## src/rtl/wt_cache_pkg.sv

```systemverilog
// Shared dcache types and widths.
// Used by the dcache read-port arbiter and its round-robin picker.
package wt_cache_pkg;

    localparam int unsigned DCACHE_SET_ASSOC = 8;
    localparam int unsigned CL_IDX_W         = 8;
    localparam int unsigned OFFSET_W         = 4;
    localparam int unsigned TAG_W            = 20;

    localparam int unsigned RD_ARB_PORTS     = 3;
    localparam int unsigned RD_ARB_ID_W      = $clog2(RD_ARB_PORTS);

    typedef struct packed {
        logic                tag_only;
        logic [CL_IDX_W-1:0] idx;
        logic [OFFSET_W-1:0] off;
    } dcache_rd_req_t;

endpackage

```

## src/rtl/wt_dcache_rr_pick.sv

```systemverilog
// Round-robin priority encoder.
// Picks the first set request at or after ptr, wrapping to port 0.
module wt_dcache_rr_pick #(
    parameter int unsigned NumPorts = 3,
    parameter int unsigned IdW      = $clog2(NumPorts)
) (
    input  logic [NumPorts-1:0] i_req,
    input  logic [IdW-1:0]      i_ptr,
    output logic [IdW-1:0]      o_winner,
    output logic                o_any
);

    // Scan NumPorts positions starting at the pointer.
    always_comb begin
        int unsigned j;
        o_any    = 1'b0;
        o_winner = '0;
        j        = 0;
        for (int unsigned i = 0; i < NumPorts; i++) begin
            j = 32'(i_ptr) + i;
            if (j >= NumPorts) j = j - NumPorts;
            if (!o_any && i_req[j]) begin
                o_any    = 1'b1;
                o_winner = IdW'(j);
            end
        end
    end

endmodule

```

## src/rtl/wt_dcache_rd_arb.sv

```systemverilog
// Dcache read-port arbiter: round-robin grant, tag phase tracking,
// result steering and write-stall on read starvation.
module wt_dcache_rd_arb
    import wt_cache_pkg::*;
#(
    parameter int unsigned NumPorts    = RD_ARB_PORTS,
    parameter int unsigned StarveLimit = 15
) (
    input  logic                           clk_i,
    input  logic                           rst_i,
    input  logic [NumPorts-1:0]            rd_req_i,
    input  logic [NumPorts-1:0]            rd_tag_only_i,
    input  logic [NumPorts*CL_IDX_W-1:0]   rd_idx_i,
    input  logic [NumPorts*OFFSET_W-1:0]   rd_off_i,
    input  logic [NumPorts*TAG_W-1:0]      rd_tag_i,
    output logic [NumPorts-1:0]            rd_ack_o,
    output logic [NumPorts-1:0]            rd_vld_o,
    output logic [63:0]                    rd_data_o,
    output logic [DCACHE_SET_ASSOC-1:0]    rd_hit_oh_o,
    output logic [DCACHE_SET_ASSOC-1:0]    rd_vld_bits_o,
    output logic                           mem_rd_req_o,
    output logic                           mem_rd_tag_only_o,
    output logic [CL_IDX_W-1:0]            mem_rd_idx_o,
    output logic [OFFSET_W-1:0]            mem_rd_off_o,
    output logic [TAG_W-1:0]               mem_rd_tag_o,
    input  logic                           mem_rd_ack_i,
    input  logic [63:0]                    mem_rd_data_i,
    input  logic [DCACHE_SET_ASSOC-1:0]    mem_rd_hit_oh_i,
    input  logic [DCACHE_SET_ASSOC-1:0]    mem_rd_vld_bits_i,
    output logic                           stall_wr_o
);

    localparam int unsigned IdW  = $clog2(NumPorts);
    localparam int unsigned CntW = $clog2(StarveLimit + 1);

    logic [IdW-1:0]  ptr_q;
    logic [IdW-1:0]  gnt_id_q;
    logic            tag_ph_q;
    logic [CntW-1:0] cnt_q;
    logic            stall_q;

    logic [IdW-1:0]  w_win;
    logic            w_any;
    logic            w_ack;
    logic [IdW-1:0]  w_ptr_d;
    logic [CntW-1:0] w_cnt_d;
    logic [IdW-1:0]  w_tag_sel;

    dcache_rd_req_t    w_req [NumPorts];
    logic [TAG_W-1:0]  w_tag [NumPorts];

    wt_dcache_rr_pick #(
        .NumPorts (NumPorts),
        .IdW      (IdW)
    ) u_pick (
        .i_req    (rd_req_i),
        .i_ptr    (ptr_q),
        .o_winner (w_win),
        .o_any    (w_any)
    );

    // Unpack the flat per-port buses.
    always_comb begin
        for (int unsigned p = 0; p < NumPorts; p++) begin
            w_req[p].tag_only = rd_tag_only_i[p];
            w_req[p].idx      = rd_idx_i[p*CL_IDX_W +: CL_IDX_W];
            w_req[p].off      = rd_off_i[p*OFFSET_W +: OFFSET_W];
            w_tag[p]          = rd_tag_i[p*TAG_W +: TAG_W];
        end
    end

    assign w_ack     = mem_rd_ack_i & w_any;
    assign w_ptr_d   = (w_win == IdW'(NumPorts - 1)) ? '0 : w_win + 1'b1;
    assign w_tag_sel = tag_ph_q ? gnt_id_q : w_win;

    // Refused-request counter, saturating at the stall threshold.
    always_comb begin
        w_cnt_d = '0;
        if (w_any && !mem_rd_ack_i) begin
            w_cnt_d = (cnt_q == CntW'(StarveLimit)) ? cnt_q : cnt_q + 1'b1;
        end
    end

    // Request side toward memory and per-port ack/valid.
    always_comb begin
        mem_rd_req_o      = w_any;
        mem_rd_tag_only_o = w_req[w_win].tag_only;
        mem_rd_idx_o      = w_req[w_win].idx;
        mem_rd_off_o      = w_req[w_win].off;
        mem_rd_tag_o      = w_tag[w_tag_sel];
        rd_ack_o          = '0;
        rd_vld_o          = '0;
        if (w_ack)    rd_ack_o[w_win]    = 1'b1;
        if (tag_ph_q) rd_vld_o[gnt_id_q] = 1'b1;
    end

    assign rd_data_o     = mem_rd_data_i;
    assign rd_hit_oh_o   = mem_rd_hit_oh_i;
    assign rd_vld_bits_o = mem_rd_vld_bits_i;
    assign stall_wr_o    = stall_q;

    // Pointer, grant id, tag phase and starvation state.
    always_ff @(posedge clk_i) begin
        if (rst_i) begin
            ptr_q    <= '0;
            gnt_id_q <= '0;
            tag_ph_q <= 1'b0;
            cnt_q    <= '0;
            stall_q  <= 1'b0;
        end else begin
            tag_ph_q <= w_ack;
            cnt_q    <= w_cnt_d;
            stall_q  <= (w_cnt_d == CntW'(StarveLimit));
            if (w_ack) begin
                ptr_q    <= w_ptr_d;
                gnt_id_q <= w_win;
            end
        end
    end

endmodule

```

## config.mk

```make
export PLATFORM = sky130hd
export DESIGN_NAME = wt_dcache_rd_arb
export DESIGN_NICKNAME = d
export VERILOG_FILES = /design/src/rtl/wt_cache_pkg.sv /design/src/rtl/wt_dcache_rr_pick.sv /design/src/rtl/wt_dcache_rd_arb.sv
export SDC_FILE = /design/constraint.sdc
export NUM_CORES = 1
export LEC_CHECK = 0
export BUFFER_PORTS_ARGS = -buffer_cell sky130_fd_sc_hd__buf_2
export CAP_MARGIN = 20
export CORE_AREA = 2 2 119 121
export CTS_CLUSTER_DIAMETER = 200
export DETAILED_ROUTE_END_ITERATION = 16
export DIE_AREA = 0 0 121 123
export PLACE_DENSITY_LB_ADDON = 0.2
export SLEW_MARGIN = 10
export SYNTH_ARGS = -nofsm -noshare
export SYNTH_HDL_FRONTEND = slang
export SYNTH_SLANG_ARGS = --single-unit
```

## constraint.sdc

```tcl
create_clock -name clk_i -period 5.7 [get_ports clk_i]
set_clock_uncertainty 0.2 [all_clocks]
set_input_delay 1.71 -clock clk_i [delete_from_list [all_inputs] [get_ports clk_i]]
set_output_delay 1.71 -clock clk_i [all_outputs]
set_load 0.01 [all_outputs]
```

# Word-level counts from Yosys, hierarchy flattened
# Index checks and enable logic that the tools add are counted.
# word_totals
regBits	10
out_inout_bits	121
wordCells	69
# op_classes
addsub	7
magnitude_cmp	12
eq_ne	3
mux	31
n_bitwise	3
n_reduce_logical	8
# op_table
cell	n
$lt 32x3->1 const B	3
$mux 32	3
$ge 32x2->1 const B	2
$sub 32x2->32 const B	2
$bmux 20 s2	1
$mux 20	2
$bmux 13 s2	1
$mux 13	2
$mux 2	5
$eq 4x4->1 const B	2
$mux 1	8
$mux 4	2
$bmux 1 s2	3
$ge 3x3->1 const B	2
$lt 2x3->1 const B	2
$mux 3	2
$not 2->3	2
$logic_and 1x1->1	5
$add 4x1->4 const B	1
$demux 1 s2	2
$ge 2x1->1 const B	2
$add 2x1->3 const B	1
$add 2x2->3 const B	1
$logic_not 1->1	3
5 further kinds	5

# Logic depth before layout (Yosys ltp)
# Gate-level depths: netlist of run 1.
# logic_depth
depth_word	16
mapped_depth	10

# Modules after synthesis
# From an unflattened synthesis of run 1, not the netlist that was laid out.
# unflattened
cells_unflattened	249
area_unflattened_um2	2098.3
# modules_own_cells
mod	n_inst	cells_each	area_each_um2	seq_area_each_um2
wt_dcache_rd_arb	1	223	1898.1	200.2
wt_dcache_rr_pick	1	26	200.2	0.0

# Worst setup path before layout of run 1
# OpenSTA, ideal clock, no wires.
# synth_path
kind	input to output
startpoint	input rd_req_i[0]
endpoint	output mem_rd_tag_o[0]
arrival_ns	3.254
required_time_ns	3.790
setup_slack_ns	0.536
cell_stages	7
path_buffers	1
cell_sequence	mux2_4 > mux2_4 > a311o_4 > a22oi_4 > buf_6 > mux2i_1 > o2bb2ai_2
# synth_via
elab_chain_len	14
word_cells_on_any_way	20
classes_between	mux: 15; bitwise: 1; reduce/logical: 4
# synth_rtl
item	line_no	source
start, declared	wt_dcache_rd_arb.sv:11	input logic [NumPorts-1:0] rd_req_i,
$bmux 1 s2	wt_dcache_rr_pick.sv:22	if (!o_any && i_req[j]) begin
$mux 1 (not written as such)	wt_dcache_rr_pick.sv:22	
$mux 1	wt_dcache_rr_pick.sv:22	
$logic_not 1->1	wt_dcache_rr_pick.sv:22	
$logic_and 1x1->1	wt_dcache_rr_pick.sv:22	
$mux 1	wt_dcache_rr_pick.sv:22	
$logic_not 1->1	wt_dcache_rr_pick.sv:22	
$logic_and 1x1->1	wt_dcache_rr_pick.sv:22	
$mux 2 *	wt_dcache_rr_pick.sv:22	
$mux 2 *	wt_dcache_rd_arb.sv:74	assign w_tag_sel = tag_ph_q ? gnt_id_q : w_win;
$not 2->3 (not written as such) *	wt_dcache_rd_arb.sv:90	mem_rd_tag_o = w_tag[w_tag_sel];
$bmux 20 s2 *	wt_dcache_rd_arb.sv:90	
$mux 20 (not written as such) * (2 in series)	wt_dcache_rd_arb.sv:90	
end, declared	wt_dcache_rd_arb.sv:25	output logic [TAG_W-1:0] mem_rd_tag_o,
# Mark *: on every way between the ends. The rest lies on a longest branch, timed or not. The select of a mux whose other input is x is not followed.

# Final worst setup path of run 1
# layout_path
startpoint	input rd_req_i[0]
endpoint	output mem_rd_tag_o[14]
# Same word-level chain as after synthesis.

==> results of run 1 <==
final timing paths:
| check | start | cells after the start | to | slack, ns |
|---|---|---|---|---|
| min | ptr_q[0] | 2 | ptr_q[0] | 0.30 |
| min reg2reg | ptr_q[0] | 2 | ptr_q[0] | 0.30 |
| max reg2reg | ptr_q[1] | 8 | ptr_q[1] | 2.99 |
| max | rd_req_i[0] | 9 | mem_rd_tag_o[14] | 0.11 |
sequential cells by signal, summed over array words and instances, names as in the netlist:
name	count
ptr_q	2
stall_wr_o	1
tag_ph_q	1
cnt_q	4
gnt_id_q	2
tightest hold or removal path, delay by kind of cell, from the launching register on:
family | cells | cell delay (ns)
AO/OA/AOI/OAI | 1 | 0.05
AND/OR/NAND/NOR | 1 | 0.06
flip-flops | 1 | 0.33
through the flow:
step	instances	hold slack, ns
2_1_floorplan	262	0.259
3_3_place_gp	500	0.290
3_5_place_dp	500	0.293
4_1_cts	504	0.299
5_1_grt	504	0.329
6_report	504	0.295
cell type report:
cell class | instances | area (um2) | share of cell area [%]
flip-flops and latches | 10 | 200 | 7.56
repair buffers | 150 | 801 | 30.2
inverters | 6 | 22.5 | 0.851
multi-input cells | 154 | 1310 | 49.5
clock buffers | 4 | 88.8 | 3.36
well taps | 180 | 225 | 8.51
cells in the final DEF, fill, tap and decap left out:
cell,instances
buf_2,145
mux2i_1,37
nor2_1,24
o2bb2ai_2,20
a21oi_1,17
dfxtp_1,10
nand2_1,7
inv_1,6
ha_1,5
nand3b_1,4
nor3b_1,4
and3_1,4
nand3_1,4
o21ai_0,3
clkbuf_16,3
buf_12,3
o21a_1,2
mux2_4,2
a211oi_1,2
nor3_1,2
nand2b_1,2
buf_4,2
nor2b_1,1
a311oi_2,1
a21oi_2,1
o21ai_1,1
a311o_4,1
o21ai_4,1
o22ai_2,1
mux2i_4,1
a22oi_4,1
or3_1,1
nor4b_1,1
and2_1,1
xnor2_1,1
o2111ai_1,1
a31oi_1,1
clkbuf_8,1
where the power goes:
group	total, mW	internal [mW]	switching [mW]	leakage (nW)
clock network	0.140	0.106	0.0343	0.0442
logic	1.07	0.483	0.587	1.21
registers	0.101	0.0825	0.0183	0.0816
total	1.31	0.672	0.640	1.33
metal layers:
metal / GRT usage (%) / routed length, um / up-vias
li1: - / - / 963
met1: 8.58 / 2520 / 836
met2: 13.4 / 3120 / 128
met3: 3.23 / 838 / 28
met5: 0 / 0 / -
met4: 3.63 / 217 / 0
kinds of logic after synthesis:
group,count (synthesis)
simple gates,55
mux,40
fa+ha+maj,5
buf+inv,98
compound gates,53
xor+xnor,1
flops,10
==> flow_metrics.py, run 1 <==
metrics = {
    "outcome": {
        "status": "finished, final reports clean",
    },
    "detailed_routing": {
        "avgRoutedWirePerCell_um": 13.3,
        "initialDrtViolationCount": 35,
        "drt_first_pass_iters": 4,
        "route.detailed.drc": 0,
        "ant_nets": 0,
        "routed-via-count": 1955,
        "wl_um": 6700,
        "vias_per_cell": 3.88,
    },
    "synthesis": {
        "yosysUniqueCellTypes": 37,
        "synth_common_cells": "buf_4 (82), mux2i_1 (38), nor2_1 (24)",
        "synth_top_area_share_pct": 27.9,
        "synthXorXnorAreaFrac_pct": 0.397,
        "syn_avg_cell_area_um2": 8.43,
        "synthesis.nets": 452,
        "synth_fa_ha_area_share_pct": 2.83,
        "synthTopCellsByArea": "buf_4 (28%), mux2i_1 (17%), o2bb2ai_2 (14%)",
        "synth_compound_area_share_pct": 24.4,
        "synth_ff_type": "dfxtp_1",
        "synth_most_common_cell": "buf_4",
        "ys_ff_latch": 10,
        "synthArstFlopShare_pct": 0,
        "synth_top_family_by_area": "buffers and inverters",
        "seq_area_frac_synth_pct": 9.07,
        "synth_top_cell_by_area": "buf_4",
        "synthCells": 262,
        "yosys.area_share.simple_pct": 12.3,
        "synth-edff-count": 0,
        "synthMuxAreaShare_pct": 18.6,
        "yosys_warnings": 0,
        "synth_area_um2": 2210,
    },
    "place": {
        "io_buffers": 145,
        "dpl.hpwl_um": 5640,
        "gp_congestion": 0.688,
        "dpl_worst_slack_ns": 0.0933,
        "dpl_cell_area_um2": 2560,
    },
    "timing": {
        "slew_viol_final": 0,
        "finalSetupTns_ns": 0,
        "achievable-frequency_ghz": 0.179,
        "setup_viol": 0,
        "min_period_over_period_pct": 98.0,
        "relSlewSlack_pct": 55.3,
        "hold_violations": 0,
        "period_needed_ns": 5.59,
        "worstMarginPinSlew_ns": 0.667,
        "setup_ws_ns": 0.115,
        "rsz0062_at_grt": "no",
    },
    "clocking": {
        "clk_latency_ns": 0.23,
        "cts.sinks": 10,
        "clkTransAtPathRegs_ns": 0.04,
        "clock_tree.root_cell": "clkbuf_16",
        "post_cts_buffers": 0,
        "ctsResizeCount": 0,
        "cts_buffer_depth": 2,
        "htreeDepth": 1,
        "cts_hold_buf": 0,
        "numCtsBuffers": 3,
        "cts_tree": "done",
    },
    "power": {
        "cellPowerDensity_nw_per_um2": 495,
        "power_leakage_nw": 1.33,
        "power_mw": 1.31,
        "vdd_drop_max_mv": 0.182,
    },
    "cells_and_area": {
        "num-nets-final": 515,
        "finalInstanceArea_um2": 2650,
        "fillCellCount": 1527,
        "area_growth_pct": 19.9,
        "drive_gt1_share_pct": 56.5,
        "finish.utilization_pct": 19.5,
        "diodes": 0,
    },
    "floorplanning": {
        "die-width_um": 121,
        "pin_count": 306,
        "die-area_um2": 14900,
        "rows": 43,
        "start_util_pct": 16.2,
        "die_h_um": 123,
        "core_um2": 13600,
    },
    "worst_setup_path": {
        "critPathKind": "primary input to output port",
        "startpoint_type": "primary input",
        "cp_slowest_cell": "a311o_4",
        "worstPathRequired_ns": 3.79,
        "worstPathCellList": "buf_2, mux2_4, mux2_4, a311o_4, a22oi_4, buf_12, mux2i_1, o2bb2ai_2, buf_2",
        "path_max_fanout": 20,
        "cp_data_arrival_time_ns": 3.68,
        "crit_family": "multiplexers",
        "crit_path_end_kind": "output port",
        "critPathBufInv": 3,
        "critPathMaxStageDelay_ns": 0.36,
    },
    "global_routing": {
        "first_global_vias": 1848,
        "grtUsageTotal_pct": 7.90,
        "antenna_found_initial": 0,
        "grt_overflow_total": 0,
        "grt_pass1_wl_um": 9430,
        "grt_start_max_net_pins": 27,
    },
    "worst_hold_path": {
        "hp-class": "register to register",
    },
    "job": {
        "cap_violations": 0,
    },
}
Power figures use the tool's default switching activity.
==> run 2, diff against run 1 <==
- BUFFER_PORTS_ARGS: -buffer_cell sky130_fd_sc_hd__buf_2 -> -buffer_cell sky130_fd_sc_hd__buf_4
- CAP_MARGIN: 20 -> 10
==> run 2 against run 1 <==
Worst setup slack improved by 0.0058 ns; sequential cell count unchanged; count of clock-buffer cells in the layout shrank 1; critical path type unchanged; critical path depth unchanged; clock power fell by 14%; combinational power rose by 11%; hold slack lost 0.0027 ns; sequential power is essentially flat; die area stayed put; highest routed layer unchanged.
==> flow_metrics.py, run 2 (synthesis results as in run 1) <==
metrics = {
    "cells_and_area": {
        "final_common_cell": "buf_4",
        "fillCellCount": 1496,
        "fin_cells": 502,
        "seq_area_um2": 200,
        "multi_input_area_um2": 1310,
        "largest_register": "cnt_q",
        "num-nets-final": 514,
        "layout_common_cells": "buf_4 (146), mux2i_1 (37), nor2_1 (24), o2bb2ai_2 (20), a21oi_1 (17)",
        "area_growth_pct": 35.4,
        "diodes": 0,
        "reg_top3": "cnt_q x4, gnt_id_q x2, ptr_q x2",
        "drive_gt1_share_pct": 56.2,
        "largest_register_ff_count": 4,
    },
    "power": {
        "power_leakage_nw": 1.44,
        "vdd_drop_max_mv": 0.151,
        "cellPowerDensity_nw_per_um2": 473,
        "power.switching_uw": 648,
        "seqPwrFrac_pct": 7.1,
        "p_comb_share_pct": 84.4,
        "p_int_uw": 766,
        "power_mw": 1.41,
        "p_sw_share_pct": 45.8,
        "p_clk_share_pct": 8.5,
    },
    "detailed_routing": {
        "route.detailed.drc": 0,
        "wl_um": 7020,
        "initialDrtViolationCount": 40,
        "drt_first_pass_iters": 5,
        "ant_nets": 0,
        "vias_per_cell": 3.96,
        "routed-via-count": 1988,
        "avgRoutedWirePerCell_um": 14.0,
    },
    "clocking": {
        "cts_buffer_depth": 2,
        "clock_tree.root_cell": "clkbuf_16",
        "cts_hold_buf": 0,
        "cts_tree": "done",
        "post_cts_buffers": 0,
        "cts.sinks": 10,
        "clk_latency_ns": 0.23,
        "htreeDepth": 1,
        "clkTransAtPathRegs_ns": 0.04,
        "ctsResizeCount": 0,
        "numCtsBuffers": 3,
    },
    "place": {
        "placed_cells": 499,
        "dpl.hpwl_um": 5820,
        "io_buffers": 145,
        "dpl_worst_slack_ns": 0.0976,
        "gp_congestion": 0.714,
    },
    "timing": {
        "relSlewSlack_pct": 54.6,
        "min_period_over_period_pct": 97.9,
        "setup_viol": 0,
        "setup_ws_ns": 0.120,
        "worstMarginPinSlew_ns": 0.678,
        "finalSetupTns_ns": 0,
        "slew_viol_final": 0,
        "achievable-frequency_ghz": 0.179,
        "hold_violations": 0,
        "rsz0062_at_grt": "no",
        "period_needed_ns": 5.58,
    },
    "worst_hold_path": {
        "hp-class": "register to register",
    },
    "worst_setup_path": {
        "startpoint_type": "primary input",
        "crit_path_end_kind": "output port",
        "critPathKind": "primary input to output port",
        "worstPathRequired_ns": 3.79,
        "path_max_fanout": 20,
        "cp_data_arrival_time_ns": 3.67,
    },
    "global_routing": {
        "antenna_found_initial": 0,
        "grt_start_max_net_pins": 27,
        "grt_overflow_total": 0,
        "grt_pass1_wl_um": 9580,
        "first_global_vias": 1833,
        "grtUsageTotal_pct": 8.07,
    },
    "floorplanning": {
        "start_util_pct": 16.2,
        "core_um2": 13600,
        "die-width_um": 121,
        "pin_count": 306,
        "rows": 43,
        "die-area_um2": 14900,
        "die_h_um": 123,
    },
    "outcome": {
        "status": "finished, final reports clean",
    },
    "job": {
        "cap_violations": 0,
    },
}
## run 2: cell types whose count changed in the layout (fill, tap and decap cells not counted), sizes merged
| cell | change |
|---|---|
| clkbuf | -1 |
| buf | -1 |
## run 2: critical path, stage by stage
cell	delay (ns)
buf_4	0.12
mux2_4	0.27
mux2_4	0.32
a311o_4	0.36
a22oi_4	0.16
buf_12	0.21
mux2i_1	0.29
o2bb2ai_2	0.07
buf_4	0.14
## run 2: path summary, 6_finish.rpt
check              startpoint               end  slack [ns]  depth (start not counted)
setup reg to reg     ptr_q[1]       gnt_id_q[0]        2.95                          8
setup / recovery  rd_req_i[0]  mem_rd_tag_o[14]        0.12                          9
hold reg to reg      ptr_q[0]          ptr_q[0]        0.29                          2
hold / removal       ptr_q[0]          ptr_q[0]        0.29                          2
## run 2: through the flow
step                      hold WS [ns]  instance area [um2]  utilization, %
final                            0.292                 2990            22.0
after global routing             0.319                 2990            22.0
after CTS                        0.294                 2990            22.0
after detailed placement         0.288                 2910            21.4
after global placement           0.286                 2910            21.4
after floorplan                  0.259                 2210               -
## run 2: layer usage
layer	up-vias	global-route usage [%]	routed length [um]	part of all wire, %
li1	961	-	-	-
met1	869	8.59	2600	37
met2	130	13.8	3320	47
met3	28	3.55	880	13
met4	0	3.63	217	3.1
met5	-	0	0	0
## run 2: cell type report
cell class	count	area share [%]
clock buffer	3	2.51
tap	180	7.53
timing repair buffer	149	38.7
multi-input combinational	154	43.8
sequential	10	6.70
inverter	6	0.753
## run 2: power by group through the flow
stage,clock network (mW),logic [mW],registers (mW)
floorplan,0,0.799,0.0966
global placement,0,1.22,0.102
detailed placement,0,1.22,0.102
CTS,0.123,1.22,0.101
global route,0.127,1.29,0.103
finish,0.120,1.19,0.100
==> run 3, diff against run 2 <==
- CELL_PAD_IN_SITES_DETAIL_PLACEMENT: unset -> 1
- CELL_PAD_IN_SITES_GLOBAL_PLACEMENT: unset -> 2
- CORE_AREA: 2 2 119 121 -> unset
- CORE_ASPECT_RATIO: unset -> 0.7
- CORE_UTILIZATION: unset -> 14
- DIE_AREA: 0 0 121 123 -> unset
==> run 3 against run 2 <==
Register-to-register slack got worse by 0.13 ns; non-clock buffer count increased by 1; core utilization fell by 2.2 points; maximum frequency hardly changed; power grew 3.5%; final area is 1.9% higher; worst setup slack hardly changed; the run now ends with DRC left; sequential cell count unchanged; critical path type unchanged; combinational power is 4% higher; hold slack better by 0.0027 ns.
==> flow_metrics.py, run 3 (synthesis results as in run 1) <==
metrics = {
    "outcome": {
        "status": "complete, but fails checks",
        "violations": "DRC",
    },
    "floorplanning": {
        "pin_count": 306,
        "die-width_um": 152,
        "start_util_pct": 14.3,
        "die-area_um2": 16300,
        "core_um2": 15500,
        "die_h_um": 107,
        "rows": 38,
    },
    "worst_setup_path": {
        "startpoint_type": "primary input",
        "cp_slowest_cell": "a311o_4",
        "crit_family": "multiplexers",
        "worstPathRequired_ns": 3.79,
        "crit_path_end_kind": "output port",
        "critPathBufInv": 3,
        "critPathKind": "primary input to output port",
        "cp_data_arrival_time_ns": 3.67,
        "worstPathCellList": "buf_4, mux2_4, mux2_4, a311o_4, a22oi_4, buf_12, mux2i_1, o2bb2ai_2, buf_4",
        "path_max_fanout": 10,
        "critPathMaxStageDelay_ns": 0.36,
    },
    "cells_and_area": {
        "largest_register": "cnt_q",
        "fillCellCount": 1801,
        "fin_cells": 523,
        "largest_register_ff_count": 4,
        "finish.utilization_pct": 19.7,
        "area_growth_pct": 38.0,
        "final_common_cell": "buf_4",
        "seq_area_um2": 200,
        "multi_input_area_um2": 1310,
        "diodes": 0,
        "layout_common_cells": "buf_4 (145), mux2i_1 (37), nor2_1 (24), o2bb2ai_2 (20), a21oi_1 (17)",
        "finalInstanceArea_um2": 3050,
        "num-nets-final": 515,
        "reg_top3": "cnt_q x4, gnt_id_q x2, ptr_q x2",
        "drive_gt1_share_pct": 56.3,
    },
    "detailed_routing": {
        "wl_um": 7430,
        "initialDrtViolationCount": 113,
        "route.detailed.drc": 30,
        "vias_per_cell": 3.92,
        "ant_nets": 0,
        "avgRoutedWirePerCell_um": 14.2,
        "routed-via-count": 2051,
        "drt_first_pass_iters": 10,
    },
    "clocking": {
        "ctsResizeCount": 0,
        "clock_tree.root_cell": "clkbuf_16",
        "clk_latency_ns": 0.23,
        "cts.sinks": 10,
        "cts_hold_buf": 0,
        "cts_tree": "done",
        "cts_buffer_depth": 2,
        "clkTransAtPathRegs_ns": 0.04,
        "post_cts_buffers": 0,
        "htreeDepth": 1,
        "numCtsBuffers": 3,
    },
    "worst_hold_path": {
        "hp-class": "register to register",
    },
    "timing": {
        "setup_ws_ns": 0.120,
        "slew_viol_final": 0,
        "period_needed_ns": 5.58,
        "worstMarginPinSlew_ns": 0.687,
        "finalSetupTns_ns": 0,
        "min_period_over_period_pct": 97.9,
        "relSlewSlack_pct": 54.0,
        "setup_viol": 0,
        "rsz0062_at_grt": "no",
        "hold_violations": 0,
        "achievable-frequency_ghz": 0.179,
    },
    "power": {
        "cellPowerDensity_nw_per_um2": 480,
        "vdd_drop_max_mv": 0.122,
        "power_leakage_nw": 1.46,
    },
    "global_routing": {
        "grt_pass1_wl_um": 11300,
        "antenna_found_initial": 0,
        "first_global_vias": 2087,
        "grtUsageTotal_pct": 8.62,
        "grt_overflow_total": 0,
        "grt_start_max_net_pins": 32,
    },
    "place": {
        "dpl.hpwl_um": 6120,
        "gp_congestion": 0.654,
        "dpl_cell_area_um2": 2970,
        "io_buffers": 145,
        "placed_cells": 520,
        "dpl_worst_slack_ns": 0.110,
    },
    "job": {
        "cap_violations": 0,
    },
}
==> run 3: changes by cell type in the layout (fill, tap and decap cells not counted), sizes merged <==
cell  previous run  this run
buf            149       150
==> run 3: metrics by stage <==
stage | hold slack (ns) | total power [mW]
4_1_cts | 0.301 | 1.49
3_3_place_gp | 0.287 | 1.37
3_5_place_dp | 0.296 | 1.36
6_report | 0.295 | 1.46
5_1_grt | 0.334 | 1.58
2_1_floorplan | 0.259 | 0.896
==> run 3: where the power goes <==
part	switching, mW	internal, mW	total [mW]
Combinational	0.620	0.621	1.24
Clock	0.0300	0.0907	0.121
Sequential	0.0196	0.0826	0.102
Total	0.669	0.794	1.46
==> run 3: final cells by class <==
| class | count | share of cell area, % |
|---|---|---|
| clock buffers | 3 | 2.46 |
| inverters | 6 | 0.739 |
| multi-input cells | 154 | 43.0 |
| flip-flops and latches | 10 | 6.57 |
| well taps | 200 | 8.21 |
| repair buffers | 150 | 39.0 |
==> run 3: worst register-to-register path, cell delays in order (launching register included) <==
cell,delay [ns]
dfxtp_1,0.34
inv_1,0.08
ha_1,0.46
mux2_4,0.36
mux2_4,0.32
or3_1,0.47
and2_1,0.29
o2111ai_1,0.14
a21oi_1,0.10
==> run 3: layer usage <==
| metal | GRT usage (%) | vias up | part of all wire [%] |
|---|---|---|---|
| met3 | 3.48 | 8 | 11 |
| li1 | - | 963 | - |
| met2 | 12.9 | 125 | 44 |
| met4 | 1.68 | 0 | 0.58 |
| met1 | 11.5 | 955 | 45 |
| met5 | 0 | - | 0 |
==> run 3: final timing paths <==
path / to / depth (start not counted) / start / slack [ns]
setup / recovery: mem_rd_tag_o[7] / 9 / rd_req_i[0] / 0.12
hold / removal: ptr_q[0] / 2 / ptr_q[0] / 0.30
setup reg to reg: ptr_q[1] / 8 / ptr_q[1] / 2.82
hold reg to reg: ptr_q[0] / 2 / ptr_q[0] / 0.30
